File: config.mk
export PLATFORM = sky130hd
export DESIGN_NAME = mem_dram_ctrl_flat
export DESIGN_NICKNAME = d
export VERILOG_FILES = /design/src/rtl/cpu_pkg.sv /design/src/rtl/mem_dram_ctrl_if.sv /design/src/rtl/mem_timeout_cnt.sv /design/src/rtl/mem_dram_ctrl.sv /design/src/flat_wrapper.sv
export SDC_FILE = /design/constraint.sdc
export NUM_CORES = 1
export LEC_CHECK = 0
export ABC_CLOCK_PERIOD_IN_PS = 2600
export BUFFER_PORTS_ARGS = -buffer_cell sky130_fd_sc_hd__buf_4
export CAP_MARGIN = 20
export CORE_MARGIN = 5
export CORE_UTILIZATION = 46
export DETAILED_ROUTE_END_ITERATION = 8
export GPL_TIMING_DRIVEN = 0
export PLACE_DENSITY = 0.79
export RECOVER_POWER = 50
export SETUP_SLACK_MARGIN = 0.02
export SYNTH_ARGS = -nofsm -noshare
export SYNTH_HDL_FRONTEND = slang
export SYNTH_SLANG_ARGS = --single-unit
File: constraint.sdc
create_clock -name clk -period 2.6 [get_ports clk]
set_clock_uncertainty 0.05 [all_clocks]
set_input_delay 0.26 -clock clk [delete_from_list [all_inputs] [get_ports clk]]
set_output_delay 0.26 -clock clk [all_outputs]
set_load 0.02 [all_outputs]
File: src/rtl/cpu_pkg.sv
// rtl/cpu_pkg.sv - shared constants for the MEM-stage data-memory controller
//
// Purpose: FSM state encodings and the default value returned for an aborted
//          or misaligned load.
// Contents:
//   ST_IDLE, ST_BUSY, ST_DONE  2-bit state constants
//   ERR_DATA_DEFAULT           32-bit default for the ERR_DATA parameter
package cpu_pkg;

  localparam logic [1:0] ST_IDLE = 2'd0;
  localparam logic [1:0] ST_BUSY = 2'd1;
  localparam logic [1:0] ST_DONE = 2'd2;

  localparam logic [31:0] ERR_DATA_DEFAULT = 32'h0000_0000;

endpackage

File: src/rtl/mem_dram_ctrl_if.sv
// rtl/mem_dram_ctrl_if.sv - single-word request/acknowledge data-memory bus
//
// Purpose: groups the data-memory bus signals between the MEM-stage
//          controller (master) and the memory responder (slave).
// Signals:
//   bus_req    master->slave  transaction request
//   bus_we     master->slave  1 = write, 0 = read; valid while bus_req
//   bus_addr   master->slave  word-aligned address; valid while bus_req
//   bus_wdata  master->slave  write data; valid while bus_req && bus_we
//   bus_ack    slave->master  completion; only meaningful while bus_req
//   bus_rdata  slave->master  read data; valid with bus_ack on reads
interface mem_dram_ctrl_if #(
  parameter int AW = 32
) ();

  logic          bus_req;
  logic          bus_we;
  logic [AW-1:0] bus_addr;
  logic [31:0]   bus_wdata;
  logic          bus_ack;
  logic [31:0]   bus_rdata;

  modport master (
    output bus_req,
    output bus_we,
    output bus_addr,
    output bus_wdata,
    input  bus_ack,
    input  bus_rdata
  );

  modport slave (
    input  bus_req,
    input  bus_we,
    input  bus_addr,
    input  bus_wdata,
    output bus_ack,
    output bus_rdata
  );

endinterface

File: src/rtl/mem_timeout_cnt.sv
// rtl/mem_timeout_cnt.sv - wait-cycle counter for an outstanding bus access
//
// Purpose: counts BUSY cycles without acknowledge; flags the last allowed one.
// Ports:
//   clk      in   clock
//   reset    in   asynchronous, active-low reset
//   clear    in   force count to zero (held while the controller is idle)
//   enable   in   advance the count by one
//   expired  out  count has reached TIMEOUT-1 (last BUSY cycle before abort)
module mem_timeout_cnt #(
  parameter int TIMEOUT = 16
) (
  input  logic clk,
  input  logic reset,
  input  logic clear,
  input  logic enable,
  output logic expired
);

  // One spare bit so the count never wraps before it meets TIMEOUT-1.
  localparam int CW = $clog2(TIMEOUT) + 1;

  logic [CW-1:0] cnt;

  always_ff @(posedge clk or negedge reset) begin
    if (!reset) begin
      cnt <= '0;
    end else if (clear) begin
      cnt <= '0;
    end else if (enable) begin
      cnt <= cnt + CW'(1);
    end
  end

  assign expired = (cnt == CW'(TIMEOUT - 1));

endmodule

File: src/rtl/mem_dram_ctrl.sv
// rtl/mem_dram_ctrl.sv - MEM-stage load/store to data-memory bus controller
//
// Purpose: turns a MEM-stage load or store into one request/acknowledge bus
//          transaction, stalls the pipeline while it is outstanding, returns
//          registered load data, and aborts misaligned or timed-out accesses.
// Ports:
//   clk, reset        clock; asynchronous active-low reset
//   mem_have_inst     valid instruction in MEM
//   mem_mem2reg       instruction is a load
//   mem_dram_we       instruction is a store (wins over mem_mem2reg)
//   mem_result        byte address
//   mem_rd2           store data
//   bus               data-memory bus, master side
//   mem_stall         freeze upstream pipeline registers this cycle
//   mem_rdata         registered load result
//   mem_rdata_valid   one-cycle pulse: mem_rdata updated for a load
//   mem_err           one-cycle pulse: access aborted
//   err_misalign      sticky misaligned-access flag
//   err_timeout       sticky timeout flag
module mem_dram_ctrl
  import cpu_pkg::*;
#(
  parameter int          AW       = 32,
  parameter int          TIMEOUT  = 16,
  parameter logic [31:0] ERR_DATA = ERR_DATA_DEFAULT
) (
  input  logic                   clk,
  input  logic                   reset,
  input  logic                   mem_have_inst,
  input  logic                   mem_mem2reg,
  input  logic                   mem_dram_we,
  input  logic [31:0]            mem_result,
  input  logic [31:0]            mem_rd2,
  mem_dram_ctrl_if.master        bus,
  output logic                   mem_stall,
  output logic [31:0]            mem_rdata,
  output logic                   mem_rdata_valid,
  output logic                   mem_err,
  output logic                   err_misalign,
  output logic                   err_timeout
);

  logic [1:0] state;
  logic       acc;
  logic       is_store;
  logic       misaligned;
  logic       expired;

  assign acc        = mem_have_inst & (mem_mem2reg | mem_dram_we);
  assign is_store   = mem_dram_we;
  assign misaligned = (mem_result[1:0] != 2'b00);

  // DONE is the cycle the pipeline advances, so it is the only access cycle
  // without a stall.
  assign mem_stall = acc & (state != ST_DONE);

  mem_timeout_cnt #(
    .TIMEOUT (TIMEOUT)
  ) u_timeout_cnt (
    .clk     (clk),
    .reset   (reset),
    .clear   (state == ST_IDLE),
    .enable  ((state == ST_BUSY) & ~bus.bus_ack & ~expired),
    .expired (expired)
  );

  always_ff @(posedge clk or negedge reset) begin
    if (!reset) begin
      state           <= ST_IDLE;
      bus.bus_req     <= 1'b0;
      bus.bus_we      <= 1'b0;
      bus.bus_addr    <= '0;
      bus.bus_wdata   <= '0;
      mem_rdata       <= '0;
      mem_rdata_valid <= 1'b0;
      mem_err         <= 1'b0;
      err_misalign    <= 1'b0;
      err_timeout     <= 1'b0;
    end else begin
      // Pulses are set only on the edge into DONE, so they last one cycle.
      mem_rdata_valid <= 1'b0;
      mem_err         <= 1'b0;

      case (state)
        ST_IDLE: begin
          if (acc) begin
            if (misaligned) begin
              state        <= ST_DONE;
              mem_err      <= 1'b1;
              err_misalign <= 1'b1;
              if (!is_store) begin
                mem_rdata       <= ERR_DATA;
                mem_rdata_valid <= 1'b1;
              end
            end else begin
              state         <= ST_BUSY;
              bus.bus_req   <= 1'b1;
              bus.bus_we    <= is_store;
              bus.bus_addr  <= AW'(mem_result);
              bus.bus_wdata <= mem_rd2;
            end
          end
        end

        ST_BUSY: begin
          // bus_we doubles as the load/store record for the access in flight.
          if (bus.bus_ack) begin
            state       <= ST_DONE;
            bus.bus_req <= 1'b0;
            if (!bus.bus_we) begin
              mem_rdata       <= bus.bus_rdata;
              mem_rdata_valid <= 1'b1;
            end
          end else if (expired) begin
            state       <= ST_DONE;
            bus.bus_req <= 1'b0;
            mem_err     <= 1'b1;
            err_timeout <= 1'b1;
            if (!bus.bus_we) begin
              mem_rdata       <= ERR_DATA;
              mem_rdata_valid <= 1'b1;
            end
          end
        end

        ST_DONE: begin
          state <= ST_IDLE;
        end

        default: begin
          state <= ST_IDLE;
        end
      endcase
    end
  end

endmodule

File: src/flat_wrapper.sv
// flat-port wrapper written by rule: the top's interface ports become plain ports
module mem_dram_ctrl_flat import cpu_pkg::*;
#(
  parameter int          AW       = 32,
  parameter int          TIMEOUT  = 16,
  parameter logic [31:0] ERR_DATA = ERR_DATA_DEFAULT
)
  (clk, reset, mem_have_inst, mem_mem2reg, mem_dram_we, mem_result, mem_rd2, mem_stall, mem_rdata, mem_rdata_valid, mem_err, err_misalign, err_timeout, bus_bus_req, bus_bus_we, bus_bus_addr, bus_bus_wdata, bus_bus_ack, bus_bus_rdata);
  mem_dram_ctrl_if #(.AW(AW)) bus_i ();
  input  logic clk;
  input  logic reset;
  input  logic mem_have_inst;
  input  logic mem_mem2reg;
  input  logic mem_dram_we;
  input  logic [31:0] mem_result;
  input  logic [31:0] mem_rd2;
  output logic mem_stall;
  output logic [31:0] mem_rdata;
  output logic mem_rdata_valid;
  output logic mem_err;
  output logic err_misalign;
  output logic err_timeout;
  output wire logic [$bits(bus_i.bus_req)-1:0] bus_bus_req;
  output wire logic [$bits(bus_i.bus_we)-1:0] bus_bus_we;
  output wire logic [$bits(bus_i.bus_addr)-1:0] bus_bus_addr;
  output wire logic [$bits(bus_i.bus_wdata)-1:0] bus_bus_wdata;
  input wire logic [$bits(bus_i.bus_ack)-1:0] bus_bus_ack;
  input wire logic [$bits(bus_i.bus_rdata)-1:0] bus_bus_rdata;
  assign bus_bus_req = bus_i.bus_req;
  assign bus_bus_we = bus_i.bus_we;
  assign bus_bus_addr = bus_i.bus_addr;
  assign bus_bus_wdata = bus_i.bus_wdata;
  assign bus_i.bus_ack = bus_bus_ack;
  assign bus_i.bus_rdata = bus_bus_rdata;
  mem_dram_ctrl #(.AW(AW), .TIMEOUT(TIMEOUT), .ERR_DATA(ERR_DATA)) u_core (.clk(clk), .reset(reset), .mem_have_inst(mem_have_inst), .mem_mem2reg(mem_mem2reg), .mem_dram_we(mem_dram_we), .mem_result(mem_result), .mem_rd2(mem_rd2), .bus(bus_i), .mem_stall(mem_stall), .mem_rdata(mem_rdata), .mem_rdata_valid(mem_rdata_valid), .mem_err(mem_err), .err_misalign(err_misalign), .err_timeout(err_timeout));
endmodule
# == Word level (Yosys, flattened, before mapping) ==
# Index checks and enable logic that the tools add are counted.
# op_classes
addsub,1
mul,0
div,0
n_lt_le_gt_ge,0
n_eq_ne,9
shift,0
n_mux,32
n_bitwise,8
n_reduce_logical,10
# op_table
operator,n
2-to-1 mux 32 bit,7
one-hot mux 32 bit (2 select lines),1
2-to-1 mux 1 bit,14
2-to-1 mux 5 bit,2
AND reduction 3 bit,3
2-to-1 mux 2 bit,4
!= test 2 bit (second input constant),4
one-hot mux 1 bit (2 select lines),3
AND reduction 6 bit,1
nonzero test 2 bit,3
adder 5 x 1 -> 5 bit (second input constant),1
== test 5 x 4 -> 1 bit (second input constant),1
bitwise AND 1 bit,4
!= test 2 x 1 -> 1 bit (second input constant),2
one-hot mux 2 bit (2 select lines),1
AND reduction 4 bit,1
!= test 3 x 2 -> 1 bit (second input constant),1
NOT 1 bit,3
== test 2 x 1 -> 1 bit (second input constant),1
zero test 2 bit,1
AND reduction 2 bit,1
bitwise OR 1 bit,1
# totals
reg_bits,109
latchBits,0
mem_bits_rw,0
romBits,0
input_bits,102
out_inout_bits,103
elab_cells,71
n_memories,0

# == Depth between registers and ports, before layout ==
# depth
depth_word,5
mapped_depth,8
depth_no_buf,7

# == Modules after synthesis ==
# From an unflattened synthesis, not the netlist that was laid out.
# unflattened
cells_unflattened,340
area_unflattened_um2,4529.3
# modules_own_cells
module,instances,cells_each,area_each_um2,seq_area_each_um2
mem_dram_ctrl,1,317,4259.1,2602.5
mem_timeout_cnt,1,23,270.3,125.1

# == Least setup slack after synthesis ==
# OpenSTA, ideal clock, no wires.
# synth_path
path_type,register to register
startpoint,reg u_core.u_timeout_cnt.cnt[0]
endpoint,reg u_core.mem_rdata[0]
setup_time_ns,0.079
t_arrival_ns,2.050
t_required_ns,2.471
slack_ns,0.420
stages_incl_launch_ff,9
synth_period_minus_slack_ns,2.180
path_cell_list,dfrtp_1 -> ha_1 -> and3_1 -> ha_1 -> o21ai_0 -> o32a_1 -> clkbuf_1 -> buf_2 -> mux2i_1
# synth_between
elab_chain_cells,3
# synth_rtl
element,line_no,text
from (decl),mem_timeout_cnt.sv:23,logic [CW-1:0] cnt;
from (signal assigned),mem_timeout_cnt.sv:31,cnt <= cnt + CW'(1);
== test 5 x 4 -> 1 bit,mem_timeout_cnt.sv:35,assign expired = (cnt == CW'(TIMEOUT - 1));
!= test 3 x 2 -> 1 bit (no line),--,
AND reduction 6 bit (no line),--,
to (signal assigned),mem_dram_ctrl.sv:111,mem_rdata <= bus.bus_rdata;
to (decl),mem_dram_ctrl.sv:36,"output logic [31:0] mem_rdata,"
# No other way between the ends.
# A chain may end at the register's enable or synchronous reset.

# == Worst setup path in the final report ==
# layout_path
startpoint,reg u_core.u_timeout_cnt.cnt[0]
endpoint,reg u_core.u_timeout_cnt.cnt[3]
# layout_between
elab_chain_cells,4
elab_cells_between_ends,7
# layout_rtl
element
branches (longest 4 deep; another with adder 5 x 1 -> 5 bit)
# Parallel ways; which one is timed is not known. The select of a mux whose other input is x is not followed.

==> run_results.csv <==
group,metric,value,unit
run_status,outcome,"completed",
route,via_count,3202,
route,final_antenna_net_count,0,
timing,max_freq,426.1,MHz
clocking,insertion_delay,0.36,ns
synthesis,ys.flop_type,"dfrtp_1",
pwr,leakagePower,2.853,nW
critical_path,crit_required,2.79,ns
pwr,seqPwrFrac,49.1,%
timing,tightest_slew,1.434,ns
final_layout,final_area,5899,um2
timing,maxSlewHeadroom,4.422,%
critical_path,endpoint_kind,"register",
timing,tns,0,ns
pwr,internal-power,0.002926,W
pwr,combinationalPowerShare,30.1,%
critical_path,start_kind,"register",
synthesis,yosys_warnings,0,
die,die_h,107.5,um
synthesis,synth_edf_count,0,
critical_path,arrival,2.53,ns
synthesis,async_flop_share,100.0,%
die,fp-row-count,35,
die,die_w,107.5,um
hold_path,hold_path.class,"in2reg",
timing,hold_violations,0,
final_layout,syn2layout_area_growth,34.95,%
pwr,pwr-share-clk,20.9,%
clocking,clock_path_buffers,2,
grt,grt_usage,19.49,%
grt,grt_start_max_net_pins,58,
placement,numPortBuffers,204,
route,dr.pass1.iters,4,
grt,grt_pass1_wl,17730,um
synthesis,seq_area_frac_synth,62.39,%
timing,slew_viol_final,0,
timing,rsz0062_at_grt,"no",
final_layout,fin_cells,678,
timing,finalCritPeriodShare,90.26,%
pwr,vdd.ir_drop.worst,0.0002842,V
hold_path,holdPathStages,2,
route,routedWlPerCell,16.32,um
grt,grt_pass1_vias,3520,
synthesis,syn_area_per_cell,13.33,um2
die,core_area,9240,um2
clocking,path_clk_slew,0.11,ns
timing,setup_viol,0,
clocking,post-cts-setup-buffers,0,
synthesis,syn_nets,432,
grt,antenna_found_initial,0,
clocking,cts_tree,"yes",
placement,place_area,6092,um2
synthesis,syn_area,4372,um2
final_layout,layout.nets,648,
die,pin_count,205,
synthesis,synth_cells,328,
critical_path,path_class,"reg2reg",
pwr,netSwitchingFraction,36.02,%
final_layout,antenna_cells,0,
route,drtIter0Drc,95,
clocking,cts_buffers,9,
die,initial_utilization,47.31,%
die,die_area,11550,um2
clocking,numClockSinks,109,
route,drc,0,
pwr,power.density,775.2,nW/um2
clocking,htree_levels,3,
pwr,p_sw,0.001647,W
grt,grt-ovfl-total,0,
placement,place_inst,662,
route,wirelength,11060,um
timing,fin_crit,2.347,ns
clocking,cts_root_buffer,"clkbuf_8",
final_layout,drive_gt1_share,30.60,%
synthesis,ys_ff_latch,109,
critical_path,reg2reg_depth,7,
critical_path,crit_fanout,5,
job,drv_cap,0,
placement,gp_congestion,0.8014,
synthesis,ys_types,29,
placement,dp_hpwl,8763,um
route,avgViaCountPerCell,4.723,
==> worst paths after layout <==
kind                                                           end  slack [ns]                                     from
hold / removal                 u_core.bus.bus_addr[22]$_DFFE_PN0P_        0.06                           mem_result[22]
setup reg to reg           u_core.u_timeout_cnt.cnt[3]$_DFFE_PN0P_        0.25  u_core.u_timeout_cnt.cnt[0]$_DFFE_PN0P_
max in group asynchronous     u_core.bus.bus_wdata[18]$_DFFE_PN0P_        0.85                                    reset
hold reg to reg                     u_core.err_timeout$_DFFE_PN0P_        0.43           u_core.err_timeout$_DFFE_PN0P_
setup / recovery           u_core.u_timeout_cnt.cnt[3]$_DFFE_PN0P_        0.25  u_core.u_timeout_cnt.cnt[0]$_DFFE_PN0P_
min in group asynchronous         u_core.mem_rdata[11]$_DFFE_PN0P_        0.75                                    reset
==> area by class of cell <==
class / count / area [um2]
well taps: 129 / 161.4
repair buffers: 206 / 1184
inverters: 35 / 131.4
fillers: 794 / 3341
flip-flops and latches: 109 / 2728
plain buffers: 14 / 102.6
multi-input cells: 169 / 1413
clock buffers: 9 / 123.9
clock inverters: 7 / 56.30
==> cell usage after synthesis, drive strengths merged, types with 2 or more instances <==
cell type / number / area [um2]
nor2: 7 / 26.28
xor2: 2 / 17.52
nand3b: 2 / 15.01
buf: 10 / 82.57
nand3: 2 / 10.01
inv: 35 / 131.4
nor3: 2 / 21.27
mux2: 63 / 709.4
mux2i: 32 / 320.3
nand2b: 2 / 12.51
nor2b: 3 / 18.77
o21ai: 6 / 30.03
clkbuf: 5 / 18.77
dfrtp: 109 / 2728
ha: 2 / 25.02
or2: 2 / 12.51
nand2: 36 / 135.1
==> critical path, cell delays in order, from the launching register on <==
cell and delay, ns:
dfrtp_1 0.43, ha_1 0.22, and3_1 0.18, ha_1 0.23, nor4b_1 0.70, nand4_1 0.20, xor2_1 0.17, nor2_1 0.05
==> registers in the layout (all words and copies together), names as in the netlist <==
signal	count
u_core.bus.bus_wdata	32
u_core.bus.bus_we	1
u_core.err_misalign	1
u_core.mem_err	1
u_core.mem_rdata_valid	1
u_core.u_timeout_cnt.cnt	5
u_core.bus.bus_req	1
u_core.mem_rdata	32
u_core.bus.bus_addr	32
u_core.err_timeout	1
u_core.state	2
==> power by group through the flow <==
stage	Sequential (W)	Combinational (W)	Clock, W
2_1_floorplan	0.00272	0.000368	0
3_3_place_gp	0.00226	0.00166	0
3_5_place_dp	0.00229	0.00170	0
4_1_cts	0.00226	0.00170	0.000996
5_1_grt	0.00230	0.00148	0.00105
6_report	0.00224	0.00137	0.000955
==> layout by cell type, fill, tap and decap left out, types with 2 or more instances in the layout <==
cell type	instances
o21ai_0	6
ha_1	2
dfrtp_1	109
buf_4	104
nand3_1	2
clkinv_2	2
mux2_2	37
clkinv_4	2
nor2_1	7
nand2_1	36
xor2_1	2
clkbuf_4	2
clkbuf_8	9
nor2b_1	3
or2_1	2
inv_1	35
clkbuf_1	106
nand3b_1	2
inv_6	2
mux2_1	26
nand2b_1	2
mux2i_1	32
buf_6	4
==> routing by layer <==
layer / track usage, % / share of wire (%)
met1: 23.11 / 40
met4: 6.312 / 1.5
met5: 0 / 0
met3: 7.618 / 12
met2: 32.55 / 47
==> stage by stage <==
step           hold slack (ns)  utilization [%]  setup WS (ns)  power [W]
6_report               0.05721            63.85         0.2532   0.004573
5_1_grt                0.03389            63.85        0.08669   0.004830
4_1_cts                0.03117            67.99        0.03759   0.004953
3_5_place_dp            0.3232            65.93        0.06332   0.003990
3_3_place_gp            0.4020            65.63         0.1339   0.003923
2_1_floorplan         -0.08559                -         0.4205   0.003089
==> repair_timing <==
item / in CTS / in global routing
hold buffers: 1 / 0
endpoints found under the hold margin: 56 / 0
endpoints found under the setup margin: 0 / 30
resized for setup: 0 / 3
==> cells by family after synthesis <==
group,Yosys count,share of synthesized area [%]
mux,95,23.55
buf+inv,50,5.323
fa+ha+maj,2,0.5723
flops,109,62.39
xor+xnor,2,0.4008
compound gates,10,1.374
simple gates,60,6.383
Power figures use the tool's default switching activity.
